===== src/rtl/cam_pkg.sv =====
// Shared CAM definitions: sequencer FSM states and the default CAM depth.
// The CAM array reuses CAM_WIDTH, so the sequencer and the array agree on depth.
package cam_pkg;

  localparam int CAM_WIDTH = 128;

  typedef enum logic [0:0] {
    SEQ_IDLE = 1'b0,
    SEQ_SCAN = 1'b1
  } seq_state_e;

endpackage


===== src/rtl/cam_prio_enc.sv =====
// Combinational priority encoder over a WIDTH-bit vector.
// PRIO_HIGH=1 reports the highest set index, PRIO_HIGH=0 the lowest.
// pos is 0 when no bit is set, and any flags whether a bit is set.
module cam_prio_enc #(
  parameter int WIDTH     = 128,
  parameter int PRIO_HIGH = 1,
  localparam int IDX_W    = $clog2(WIDTH)
) (
  input  logic [WIDTH-1:0] vec,
  output logic [IDX_W-1:0] pos,
  output logic             any
);

  // Scan in the direction that lets the winning bit be the last one written.
  always_comb begin
    pos = '0;
    any = 1'b0;
    if (PRIO_HIGH != 0) begin
      for (int i = 0; i < WIDTH; i++) begin
        if (vec[i]) begin
          pos = IDX_W'(i);
          any = 1'b1;
        end
      end
    end else begin
      for (int i = WIDTH - 1; i >= 0; i--) begin
        if (vec[i]) begin
          pos = IDX_W'(i);
          any = 1'b1;
        end
      end
    end
  end

endmodule


===== src/rtl/cam_match_sequencer.sv =====
// Multi-match sequencer: registers a CAM match vector and streams the index
// of every set bit, one per cycle, in priority order over valid/ready.
// Optional feature: define MATCH_SEQ_COUNT_EN to add the match_count port,
// which holds the popcount of the last accepted vector.
module cam_match_sequencer
  import cam_pkg::*;
#(
  parameter int WIDTH     = CAM_WIDTH,
  parameter int PRIO_HIGH = 1,
  localparam int IDX_W    = $clog2(WIDTH)
) (
  input  logic             clk,
  input  logic             rst_n,
  input  logic             flush,
  input  logic [WIDTH-1:0] match_vec,
  input  logic             match_valid,
  output logic             match_ready,
  output logic [IDX_W-1:0] idx_out,
  output logic             idx_valid,
  input  logic             idx_ready,
  output logic             idx_last,
  output logic             no_match,
  output logic             busy
`ifdef MATCH_SEQ_COUNT_EN
  , output logic [IDX_W:0] match_count
`endif
);

  seq_state_e       state_q, state_d;
  logic [WIDTH-1:0] pending_q, pending_d;
  logic             no_match_q, no_match_d;
  logic [IDX_W-1:0] enc_pos;
  logic             enc_any;
  logic             one_hot;
  logic [WIDTH-1:0] clr_mask;
  logic             accept;
  logic             xfer;

`ifdef MATCH_SEQ_COUNT_EN
  logic [IDX_W:0]   count_q, count_d;

  function automatic logic [IDX_W:0] popcount(input logic [WIDTH-1:0] v);
    logic [IDX_W:0] c;
    c = '0;
    for (int i = 0; i < WIDTH; i++) begin
      c = c + {{IDX_W{1'b0}}, v[i]};
    end
    return c;
  endfunction
`endif

  cam_prio_enc #(
    .WIDTH     (WIDTH),
    .PRIO_HIGH (PRIO_HIGH)
  ) u_enc (
    .vec (pending_q),
    .pos (enc_pos),
    .any (enc_any)
  );

  // Exactly one pending bit left: clearing the lowest set bit leaves zero.
  assign one_hot  = enc_any && ((pending_q & (pending_q - WIDTH'(1))) == '0);
  assign clr_mask = WIDTH'(1) << enc_pos;
  assign accept   = match_valid && match_ready;
  assign xfer     = idx_valid && idx_ready;
  assign idx_out  = enc_pos;
  assign no_match = no_match_q;
`ifdef MATCH_SEQ_COUNT_EN
  assign match_count = count_q;
`endif

  // State and pending-vector registers with synchronous active-low reset.
  always_ff @(posedge clk) begin
    if (!rst_n) begin
      state_q    <= SEQ_IDLE;
      pending_q  <= '0;
      no_match_q <= 1'b0;
`ifdef MATCH_SEQ_COUNT_EN
      count_q    <= '0;
`endif
    end else begin
      state_q    <= state_d;
      pending_q  <= pending_d;
      no_match_q <= no_match_d;
`ifdef MATCH_SEQ_COUNT_EN
      count_q    <= count_d;
`endif
    end
  end

  // Next state: flush wins; a new vector overrides the drain of the last index.
  always_comb begin
    state_d    = state_q;
    pending_d  = pending_q;
    no_match_d = 1'b0;
`ifdef MATCH_SEQ_COUNT_EN
    count_d    = count_q;
`endif
    if (flush) begin
      state_d   = SEQ_IDLE;
      pending_d = '0;
`ifdef MATCH_SEQ_COUNT_EN
      count_d   = '0;
`endif
    end else begin
      if (xfer) begin
        pending_d = pending_q & ~clr_mask;
        if (idx_last) begin
          state_d = SEQ_IDLE;
        end
      end
      if (accept) begin
        pending_d  = match_vec;
        state_d    = (|match_vec) ? SEQ_SCAN : SEQ_IDLE;
        no_match_d = ~|match_vec;
`ifdef MATCH_SEQ_COUNT_EN
        count_d    = popcount(match_vec);
`endif
      end
    end
  end

  // Outputs: ready in IDLE or while the final index hands off, never in reset/flush.
  always_comb begin
    busy        = (state_q == SEQ_SCAN);
    idx_valid   = busy;
    idx_last    = busy && one_hot;
    match_ready = rst_n && !flush && (!busy || (idx_ready && idx_last));
  end

endmodule


===== config.mk =====
export PLATFORM = sky130hd
export DESIGN_NAME = cam_match_sequencer
export DESIGN_NICKNAME = d
export VERILOG_FILES = /design/src/rtl/cam_pkg.sv /design/src/rtl/cam_prio_enc.sv /design/src/rtl/cam_match_sequencer.sv
export SDC_FILE = /design/constraint.sdc
export NUM_CORES = 1
export LEC_CHECK = 0
export BUFFER_PORTS_ARGS = -buffer_cell sky130_fd_sc_hd__buf_2
export CORE_ASPECT_RATIO = 0.5
export CORE_MARGIN = 8
export CORE_UTILIZATION = 35
export CTS_BUF_LIST = sky130_fd_sc_hd__clkbuf_4
export CTS_CLUSTER_SIZE = 14
export DETAILED_ROUTE_END_ITERATION = 8
export SLEW_MARGIN = 20
export SYNTH_ARGS = -nofsm -noshare
export SYNTH_HDL_FRONTEND = slang
export SYNTH_SLANG_ARGS = --single-unit

===== constraint.sdc =====
create_clock -name clk -period 6.8 [get_ports clk]
set_input_delay 0.34 -clock clk [delete_from_list [all_inputs] [get_ports clk]]
set_output_delay 0.34 -clock clk [all_outputs]
set_load 0.1 [all_outputs]

==> flow_metrics.py <==
metrics = {
    "outcome": {
        "outcome": "finished, final reports clean",
    },
    "pwr": {
        "peakVddDrop_mv": 0.09626,
        "power_frac_seq_pct": 34.6,
        "p_leak_uw": 0.004368,
        "clkPwrFrac_pct": 24.3,
        "comb_power_share_pct": 41.1,
        "p_sw_uw": 1081,
        "swShare_pct": 45.39,
        "power.total_uw": 2382,
        "power_density_nw_per_um2": 194.7,
        "cell_internal_pwr_uw": 1301,
    },
    "sta": {
        "drv_slew": 0,
        "hold_viol_final": 0,
        "rsz0062_at_grt": "false",
        "period_minus_slack_ps": 5844,
        "max_slew_margin_pct": 25.49,
        "worst_slew_pin_slew_ps": 1104,
        "fmaxAchievable_mhz": 171.1,
        "finalSetupViolCount": 0,
        "tns_ps": 0,
        "finalClockSkew_ps": 25.49,
        "fin_crit_sh_pct": 85.94,
        "hold_slack_ps": 33.05,
    },
    "synthesis": {
        "syn-num-nets": 1526,
        "synth.yosys.seq_area_share_pct": 26.14,
        "ys.flop_type": "dfxtp_1",
        "ys_warn_count": 0,
        "ys_ff_latch": 130,
        "syn_avg_cell_area_um2": 7.147,
        "syn-cell-area_um2": 9956,
        "yosysUniqueCellTypes": 70,
        "ys_async_sr_fraction_pct": 0,
        "synth_edf_count": 0,
        "netlist_instances": 1393,
    },
    "finish": {
        "final_util_pct": 43.97,
        "layout-drive-gt1-share_pct": 15.83,
        "finalNetCount": 1689,
        "final_common_cell": "buf_2",
        "areaGrowthSynthToFinish_pct": 22.86,
        "final_cell_mix": "buf_2 (144), nand2_1 (137), dfxtp_1 (130)",
    },
    "route": {
        "drt.antenna.violating_nets": 0,
        "drt_iter0_markers": 2268,
        "routedWlPerCell_um": 27.38,
        "routed_via_density": 6.697,
        "drc": 0,
        "vias": 13070,
        "drt_first_pass_iters": 7,
        "finalWirelength_mm": 53.42,
    },
    "worst_hold_path": {
        "hp-start": "match_vec[24]",
        "worstHoldPathType": "in -> reg",
    },
    "grt": {
        "grt_max_degree": 73,
        "grt_pass1_wl_mm": 78.34,
        "antenna_found_initial": 4,
        "grt_pass1_vias": 12100,
        "track_usage_pct": 30.14,
        "grt.overflow.total": 0,
    },
    "placed_design": {
        "hpwl_mm": 40.25,
        "gp_congestion": 1.086,
        "port_buffers": 144,
    },
    "setup_path": {
        "ff2ff_path_depth": 10,
        "cp-startpoint": "pending_q[49]",
        "worst-endpoint-arrival_ps": 5500,
        "cp-endpoint": "match_ready",
        "reg2reg_slack_ps": 1310,
        "rr_endpoint": "pending_q[94]",
        "r2r-start": "pending_q[68]",
        "crit_path_start_kind": "register",
        "cp_max_fo": 32,
        "required_ps": 6460,
        "endpoint_kind": "primary output",
        "crit_type": "reg -> out",
    },
    "floorplanning": {
        "pin_count": 145,
        "rows": 43,
        "dieWidth_um": 254.5,
        "core_um2": 27820,
        "die-height_um": 135.3,
        "die_area_um2": 34430,
        "start_util_pct": 35.79,
    },
    "clock_network": {
        "cts_made_buffers": 17,
        "ctsLongestPathBuffers": 2,
        "clk_pin_slew_worst_paths_ps": 120,
        "cts_max_level": 4,
        "cts_tree": "built",
        "cts-resized-gates": 0,
        "cts-root-buf": "clkbuf_4",
        "clock_latency_ps": 650,
        "cts_sinks": 130,
    },
    "run": {
        "max_cap_violations": 0,
    },
}
==> power by group through the flow <==
| stage | Sequential, uW | Combinational [uW] | Clock, uW |
|---|---|---|---|
| 3_5_place_dp | 837 | 883 | 0 |
| 4_1_cts | 820 | 934 | 582 |
| 5_1_grt | 826 | 1000 | 622 |
| 2_1_floorplan | 809 | 519 | 0 |
| 6_report | 823 | 980 | 579 |
| 3_3_place_gp | 837 | 891 | 0 |
==> Yosys cell counts, types with 6 or more instances <==
cell | count | area share, %
a2111oi_0 | 13 | 1.1
a211o_1 | 6 | 0.53
a211oi_1 | 18 | 1.4
a211oi_2 | 7 | 0.88
a21oi_1 | 127 | 6.4
a22o_1 | 10 | 0.88
a31oi_1 | 10 | 0.63
a32o_1 | 34 | 3.4
and2_1 | 7 | 0.44
buf_2 | 17 | 0.85
clkbuf_1 | 113 | 4.3
dfxtp_1 | 130 | 26
inv_1 | 54 | 2.0
mux2i_1 | 24 | 2.4
nand2_1 | 137 | 5.2
nand2b_1 | 11 | 0.69
nand3_1 | 33 | 1.7
nand4_1 | 33 | 2.1
nor2_1 | 104 | 3.9
nor2b_1 | 9 | 0.57
nor3_1 | 58 | 2.9
nor4_1 | 83 | 5.2
nor4_2 | 10 | 1.3
o2111ai_1 | 9 | 0.79
o211ai_1 | 57 | 4.3
o21a_1 | 10 | 0.75
o21ai_0 | 65 | 3.3
o22ai_1 | 10 | 0.63
o311ai_0 | 7 | 0.62
o311ai_1 | 6 | 0.53
o31ai_1 | 28 | 2.1
o41ai_1 | 9 | 0.79
or2_2 | 16 | 1.0
or3_1 | 17 | 1.1
or4_1 | 27 | 2.0
==> worst min-delay path by stage <==
stage / to / slack, ps / cells after the start
after global placement: pending_q[0] / 520 / 2
after detailed placement: pending_q[4] / 540 / 2
after global routing: pending_q[24] / 0.2 / 3
final: pending_q[24] / 30 / 3
after floorplan: pending_q[102] / 460 / 1
after CTS: pending_q[33] / 0.6 / 3
==> critical path, stage by stage (launching register included) <==
cell and delay, ps:
dfxtp_1 450, nor4_1 710, nand4_1 330, or4_4 810, or4_4 650, a2111oi_1 410
nand4_1 160, nor4_2 230, nand3_1 290, o21ai_1 260, and2_1 140, buf_2 420
==> layout make-up <==
class,instances,area (um^2)
inverters,54,202.7
well taps,382,478.0
flip-flops and latches,130,2603
fillers,2873,15580
clock inverters,12,142.6
diodes,2,5.005
multi-input cells,1073,6654
repair buffers,280,2012
clock buffers,18,135.1
==> registers in the layout, summed over array words and instances (netlist names) <==
signal,count
busy,1
pending_q,128
no_match,1
==> stage by stage <==
stage	setup slack (ps)	cell area, um^2	instances
4_1_cts	1105	12220	1949
6_report	956.2	12230	1951
3_3_place_gp	1434	10860	1811
2_1_floorplan	2433	9956	1393
3_5_place_dp	1576	10860	1811
5_1_grt	635.6	12230	1951
==> metal layers <==
layer  global-route usage (%)  share of wire [%]  vias to the layer above
met3                    8.866                 12                      111
met1                    42.23                 44                     6346
met4                    8.921                3.0                        4
li1                         -                  -                     5726
met5                    1.427               0.16                        -
met2                    43.89                 42                      879
==> logic make-up (layout without fill, tap and decap cells) <==
| group | Yosys count | in the layout | share of synthesized area (%) |
|---|---|---|---|
| AOI/OAI and AO/OA | 473 | 473 | 33.19 |
| and+or+nand+nor | 574 | 574 | 30.53 |
| buffers and inverters | 190 | 364 | 7.528 |
| DFF | 130 | 130 | 26.14 |
| adders and majority gates | 2 | 2 | 0.2011 |
| muxes | 24 | 24 | 2.413 |
| other | 0 | 2 | 0 |
==> repair_timing <==
| item | in CTS | in global routing |
|---|---|---|
| hold buffers | 108 | 0 |
| endpoints found under the hold margin | 108 | 0 |
| setup buffers | 0 | 0 |
(Power assumes the default switching activity.)
